$ cat config.mk
export PLATFORM = sky130hd
export DESIGN_NAME = hazard_scoreboard
export DESIGN_NICKNAME = d
export VERILOG_FILES = /design/src/rtl/hazard_scoreboard.sv
export SDC_FILE = /design/constraint.sdc
export NUM_CORES = 1
export LEC_CHECK = 0
export CAP_MARGIN = 20
export CORE_MARGIN = 4
export CORE_UTILIZATION = 55
export CTS_BUF_LIST = sky130_fd_sc_hd__clkbuf_2 sky130_fd_sc_hd__clkbuf_4 sky130_fd_sc_hd__clkbuf_8
export CTS_CLUSTER_SIZE = 12
export DETAILED_ROUTE_END_ITERATION = 16
export PLACE_DENSITY = 0.73
export SLEW_MARGIN = 5
export SYNTH_ARGS = -nofsm -noshare
export SYNTH_HDL_FRONTEND = slang
export SYNTH_SLANG_ARGS = --single-unit
$ cat constraint.sdc
create_clock -name clock -period 15.8 [get_ports clock]
set_clock_uncertainty 0.1 [all_clocks]
set_input_delay 2.37 -clock clock [delete_from_list [all_inputs] [get_ports clock]]
set_output_delay 2.37 -clock clock [all_outputs]
set_load 0.01 [all_outputs]
$ cat src/rtl/hazard_scoreboard.sv
`default_nettype none
// ============================================================================
// Module   : hazard_scoreboard
// Purpose  : Tracks in-flight register writes; drives the RAW stall and
//            EX-stage forward selects from ID.
// Revision : 1.0
// ============================================================================
module hazard_scoreboard #(
  parameter int AW    = 5,
  parameter int NREG  = 32,
  parameter int DEPTH = 3,
  parameter int LW    = 2,
  parameter int SW_   = 2
) (
  input  logic           clock,
  input  logic           reset,
  input  logic           hold,
  input  logic           issue_valid,
  input  logic [AW-1:0]  issue_rs,
  input  logic [AW-1:0]  issue_rt,
  input  logic           rs_used,
  input  logic           rt_used,
  input  logic [AW-1:0]  issue_rd,
  input  logic           issue_wr,
  input  logic [LW-1:0]  issue_lat,
  output logic           stall,
  output logic [SW_-1:0] fwd_rs,
  output logic [SW_-1:0] fwd_rt,
  output logic           busy,
  output logic [15:0]    stall_count
);

  localparam int c_agw = $clog2(DEPTH + 1);

  logic [NREG-1:0]  r_pend;
  logic [c_agw-1:0] r_age [NREG];
  logic [c_agw-1:0] r_lat [NREG];
  logic             r_busy;
  logic [15:0]      r_stall_count;

  logic [NREG-1:0]  w_pend_nxt;
  logic [c_agw-1:0] w_age_nxt [NREG];
  logic [c_agw-1:0] w_lat_nxt [NREG];
  logic [c_agw-1:0] w_lat_eff;
  logic             w_rs_hit;
  logic             w_rt_hit;
  logic             w_rs_wait;
  logic             w_rt_wait;
  logic             w_alloc;

  always_comb begin
    w_lat_eff = c_agw'(issue_lat);
    if (issue_lat == '0) begin
      w_lat_eff = c_agw'(1);
    end else if (int'(issue_lat) > DEPTH - 1) begin
      w_lat_eff = c_agw'(DEPTH - 1);
    end
  end

  // Register 0 is never tracked, so a hit always needs a nonzero source.
  assign w_rs_hit  = rs_used && (issue_rs != '0) && r_pend[issue_rs];
  assign w_rt_hit  = rt_used && (issue_rt != '0) && r_pend[issue_rt];
  assign w_rs_wait = w_rs_hit && (r_age[issue_rs] < r_lat[issue_rs]);
  assign w_rt_wait = w_rt_hit && (r_age[issue_rt] < r_lat[issue_rt]);

  assign stall  = issue_valid && (w_rs_wait || w_rt_wait);
  assign fwd_rs = w_rs_hit ? SW_'(r_age[issue_rs]) : '0;
  assign fwd_rt = w_rt_hit ? SW_'(r_age[issue_rt]) : '0;

  assign w_alloc = issue_valid && !stall && issue_wr && (issue_rd != '0);

  // A new writer replaces the old entry outright, even one retiring this edge.
  always_comb begin
    w_pend_nxt = r_pend;
    w_age_nxt  = r_age;
    w_lat_nxt  = r_lat;
    for (int i = 1; i < NREG; i++) begin
      if (w_alloc && (issue_rd == AW'(i))) begin
        w_pend_nxt[i] = 1'b1;
        w_age_nxt[i]  = c_agw'(1);
        w_lat_nxt[i]  = w_lat_eff;
      end else if (r_pend[i]) begin
        if (r_age[i] == c_agw'(DEPTH - 1)) begin
          w_pend_nxt[i] = 1'b0;
          w_age_nxt[i]  = '0;
        end else begin
          w_age_nxt[i] = r_age[i] + c_agw'(1);
        end
      end
    end
  end

  always_ff @(posedge clock or negedge reset) begin
    if (!reset) begin
      r_pend        <= '0;
      r_age         <= '{default: '0};
      r_lat         <= '{default: '0};
      r_busy        <= 1'b0;
      r_stall_count <= '0;
    end else if (!hold) begin
      r_pend <= w_pend_nxt;
      r_age  <= w_age_nxt;
      r_lat  <= w_lat_nxt;
      r_busy <= |w_pend_nxt;
      if (stall && (r_stall_count != 16'hFFFF)) begin
        r_stall_count <= r_stall_count + 16'd1;
      end
    end
  end

  assign busy        = r_busy;
  assign stall_count = r_stall_count;

endmodule
`default_nettype wire

After elaboration in Yosys (flattened, before gate mapping)
Index checks and enable logic that the tools add are counted.
- logic and storage cells: 519
- bits of input ports: 24
- flip-flop bits (word level): 172
- magnitude comparators: 7
- bitwise logic cells: 3
- mux-type cells: 206
- equal/unequal tests: 63
- add/subtract/negate cells: 32
- reduce and logical (&&, ||, !) cells: 143
- operators by type and width (operator ; number):
    2-bit 2-to-1 mux ; 105
    2-bit AND reduction ; 63
    1-bit 2-to-1 mux ; 95
    5-bit == test, second input constant ; 16
    2-bit by 1-bit adder with 2-bit output, second input constant ; 31
    2-bit == test, second input constant ; 31
    2-bit nonzero test ; 31
    1-bit logical AND ; 42
    2-bit binary-select mux with 5-bit select ; 4
    5-bit by 4-bit == test with 1-bit output, second input constant ; 8
    31-bit OR reduction ; 1
    5-bit by 3-bit == test with 1-bit output, second input constant ; 4
    16-bit by 1-bit adder with 16-bit output, second input constant ; 1
    16-bit inequality test, second input constant ; 1
    5-bit nonzero test ; 3
    6-bit greater-or-equal comparator, second input constant ; 2
    5-bit by 6-bit < comparator with 1-bit output, second input constant ; 2
    5-bit NOT with 6-bit output ; 2
    1-bit binary-select mux with 5-bit select ; 2
    5-bit by 2-bit == test with 1-bit output, second input constant ; 2
    5-bit by 1-bit == test with 1-bit output, second input constant ; 1
    2-bit < comparator ; 2
    2-bit greater-than comparator, second input constant ; 1
    2-bit logical NOT ; 1
    3 further kinds ; 3

Logic depth before layout (Yosys ltp)
- word-level depth: 15
- mapped depth: 20

Least setup slack after synthesis
OpenSTA, ideal clock, no wires.
- kind: input-to-output
- start: input issue_rs[1]
- end: output stall
- required time: 13330 ps
- cell stages on the path: 14
- path slack: 7486 ps
- buffers on the path: 6
- arrival: 5844 ps
- path through: buf_6 > buf_4 > buf_2 > buf_2 > buf_1 > mux4_2 > mux4_2 > mux2_2 > ha_1 > and4_1 > a311oi_2 > a32o_1 > buf_2 > and2_1
- cells in the longest elaborated chain, start to end: 8
- elaborated cells on any way between the ends: 16
- ends and longest elaborated chain (item ; line ; source):
    start, declared ; 19 ; input logic [AW-1:0] issue_rs,
    5-bit NOT with 6-bit output (not written as such) ; 63 ; assign w_rs_wait = w_rs_hit && (r_age[issue_rs] < r_lat[issue_rs]);
    2-bit binary-select mux with 5-bit select ; 63 ;
    2-bit 2-to-1 mux (not written as such) (2 in series) ; 63 ;
    2-bit < comparator ; 63 ;
    1-bit logical AND * ; 63 ;
    1-bit logical OR * ; 66 ; assign stall = issue_valid && (w_rs_wait || w_rt_wait);
    1-bit logical AND * ; 66 ;
    end, declared ; 26 ; output logic stall,
Every way passes the cells marked *; elsewhere a longest branch is shown, timed or not. The select of a mux whose other input is x is not followed.

Worst setup path in the final report
- start: input issue_rt[0]
- end: output stall
- cells in the longest elaborated chain, start to end: 8
- elaborated cells on any way between the ends: 16
- ends and longest elaborated chain (item ; line ; source):
    start, declared ; 20 ; input logic [AW-1:0] issue_rt,
    5-bit NOT with 6-bit output (not written as such) ; 64 ; assign w_rt_wait = w_rt_hit && (r_age[issue_rt] < r_lat[issue_rt]);
    2-bit binary-select mux with 5-bit select ; 64 ;
    2-bit 2-to-1 mux (not written as such) (2 in series) ; 64 ;
    2-bit < comparator ; 64 ;
    1-bit logical AND * ; 64 ;
    1-bit logical OR * ; 66 ;
    1-bit logical AND * ; 66 ;
Marked as above.

==> impl_metrics.toml <==
[timing]
hold_viol = 0
fin_crit_sh_pct = 59.1
setup_tns_ps = 0
tightest_slew_ps = 893
relSlewSlack_pct = 40.5
finalSetupViolCount = 0
rsz0062_at_grt = "false"
fmax_mhz = 107
drv_slew = 0
setup_slack_ps = 6460
period_minus_slack_ps = 9340

[placement]
dpl.hpwl_um = 20000
place_congestion = 0.944
io_buffers = 44
place_ws_ps = 6470

[setup_path]
r2r_slack_ps = 11460
arrival_ps = 6870
end_kind = "output pin"
crit_chain = "buf_2 -> buf_4 -> mux4_2 -> mux4_2 -> and2_0 -> o21ai_0 -> inv_1 -> ha_1 -> nand2_1 -> nor2_1 -> o211ai_1 -> nand2_1 -> nor3_1 -> a32o_1 -> buf_4 -> and2_1 -> clkdlybuf4s50_1"
r2r_start = "r_age[9]$_DFFE_PN0P_"
critPathSlowestCell = "mux4_2"
timing.rr.end = "r_lat[53]$_DFFE_PN0P_"
critPathMaxFanout = 36
reg2reg_depth = 15
critPathKind = "primary input to output pin"
endpoint = "stall"
cp.required_ps = 13330
worst_path_largest_cell_delay_ps = 630
cp_top_family = "buffers and inverters"
path_buf_inv = 5
startpoint = "issue_rt[0]"
startpoint_type = "primary input"
cp_num_cells = 17

[routing]
drtIter0Drc = 998
routed_wl_um = 29100
wire_per_inst_um = 23.0
vias = 8321
routed_via_density = 6.57
drt.antenna.violating_nets = 0
drc = 0
dr.pass1.iters = 6

[yosys]
syn-num-nets = 1011
syn_area_mm2 = 0.0108
synth_top_area_share_pct = 39.9
synth_cells = 984
yosys_warnings = 0
synth.distinct_cells = 70
synthArstFlopShare_pct = 100
ys_ff_latch = 172
synthFlopType = "dfrtp_1"
synth.area.top_cells = "dfrtp_1, mux4_2, nand2b_1"
yosys.area.top_type = "dfrtp_1"
synth-edff-count = 0
ys_seq_area_share_pct = 39.9
avgSynthCellArea_um2 = 10.9

[pwr]
p_leak_nw = 5.21
power.density_mw_per_mm2 = 133
irDropWorstVdd_mv = 0.0913

[grt]
antenna_found_initial = 1
grt_start_max_net_pins = 69
grt_pass1_vias = 8112
grtUsageTotal_pct = 27.1
grt_pass1_wl_um = 45900
grt_overflow_total = 0

[final_layout]
layout_common_cells = "dfrtp_1, nand2b_1, mux4_2, nor2_1, nand2_1"
nets = 1019
register_area_mm2 = 0.00430
area_delta_synth_final_pct = 8.90
final_common_cell = "dfrtp_1"
fillCellCount = 1563
multi_input_area_mm2 = 0.00598
drive_above_1_share_pct = 17.4

[status]
status = "completed"

[min_path]
hold_class = "flip-flop to flip-flop"

[cts]
cts_resized = 0
cts_tree = "done"
htree_levels = 4
clk_pin_slew_worst_paths_ps = 100
insertion_delay_ps = 470
cts_max_path_buffers = 2
numCtsBuffers = 17
cts.sinks = 172
cts_setup_buffers = 0
root_buffer = "clkbuf_8"
ctsHoldBuffers = 0

[floorplanning]
io_pins = 46
die_h_um = 148
die_area_mm2 = 0.0219
core_mm2 = 0.0190
fp.dieW_um = 148
start_util_pct = 56.8
rows = 50

[run]
max_cap_viol_count = 0
## final cells by class
class                   instances  share of cell area (%)
inverters                      34                    1.09
repair buffers                 58                    4.51
diodes                          1                  0.0213
multi-input cells             709                    51.0
flip-flops and latches        172                    36.7
clock buffers                  18                    2.11
clock inverters                14                    1.80
well taps                     260                    2.77
## report_power, final
group	internal, mW	leakage, nW	switching, mW
combinational	0.254	2.80	0.229
sequential	0.553	2.17	0.165
clock	0.180	0.231	0.179
## per-stage QoR
| step | util (%) | instances | instance area, um^2 | power, mW | hold WS [ps] |
|---|---|---|---|---|---|
| after floorplan | - | 984 | 10800 | 1.03 | 370 |
| after global placement | 59.3 | 1231 | 11200 | 1.18 | 376 |
| after detailed placement | 59.4 | 1232 | 11300 | 1.19 | 375 |
| after CTS | 61.8 | 1264 | 11700 | 1.55 | 393 |
| after global routing | 61.9 | 1265 | 11700 | 1.64 | 426 |
| final | 61.9 | 1266 | 11700 | 1.56 | 391 |
## state kept, by name (all words and copies together) (netlist names)
register / cells
r_age: 62
r_lat: 62
r_pend: 31
stall_count: 16
busy: 1
## synthesized netlist by cell type (4+ instances only)
cell type	number
inv_1	34
mux2_1	17
nand2_1	46
nor3_1	37
a22o_1	5
buf_6	6
nand2b_1	87
and2_1	4
buf_2	28
o21ai_0	44
dfrtp_1	172
a211oi_1	4
a221oi_1	6
nand4_1	8
mux2i_1	45
or3_1	7
nand3_1	24
nor3b_1	29
o22ai_1	4
buf_1	4
a22oi_1	10
a21oi_1	39
nand3b_1	7
a31oi_1	6
and3_1	21
mux4_2	70
nor4_1	4
mux2_2	30
clkbuf_1	26
nor2b_1	12
nor3_4	7
buf_4	4
nor2_1	47
xor2_1	15
a211o_1	21
## layer usage
layer	vias to the layer above	GRT usage (%)	part of all wire [%]
met5	-	0	0.045
met4	2	10.5	3.6
met3	77	5.21	7.2
met2	348	42.7	47
met1	4215	37.6	42
li1	3679	-	-
## how the worst min path moves through the flow
stage / startpoint / end / slack [ps] / depth (start not counted)
floorplan: r_lat[3]$_DFFE_PN0P_ / r_lat[3]$_DFFE_PN0P_ / 370 / 1
global placement: stall_count[8]$_DFFE_PN0P_ / stall_count[8]$_DFFE_PN0P_ / 380 / 1
CTS: stall_count[6]$_DFFE_PN0P_ / stall_count[6]$_DFFE_PN0P_ / 390 / 1
global route: stall_count[6]$_DFFE_PN0P_ / stall_count[6]$_DFFE_PN0P_ / 430 / 1
finish: stall_count[6]$_DFFE_PN0P_ / stall_count[6]$_DFFE_PN0P_ / 390 / 1
detailed placement: stall_count[6]$_DFFE_PN0P_ / stall_count[6]$_DFFE_PN0P_ / 380 / 1
## kinds of logic after synthesis
kind of cell	after synthesis	synth area share [%]
buffers and inverters	103	4.58
AO/OA/AOI/OAI	163	9.94
XOR/XNOR	15	1.22
adder cells (fa/ha/maj)	3	0.348
multiplexers	164	24.0
flip-flops	172	39.9
AND/OR/NAND/NOR	364	20.0
(Power assumes the default switching activity.)
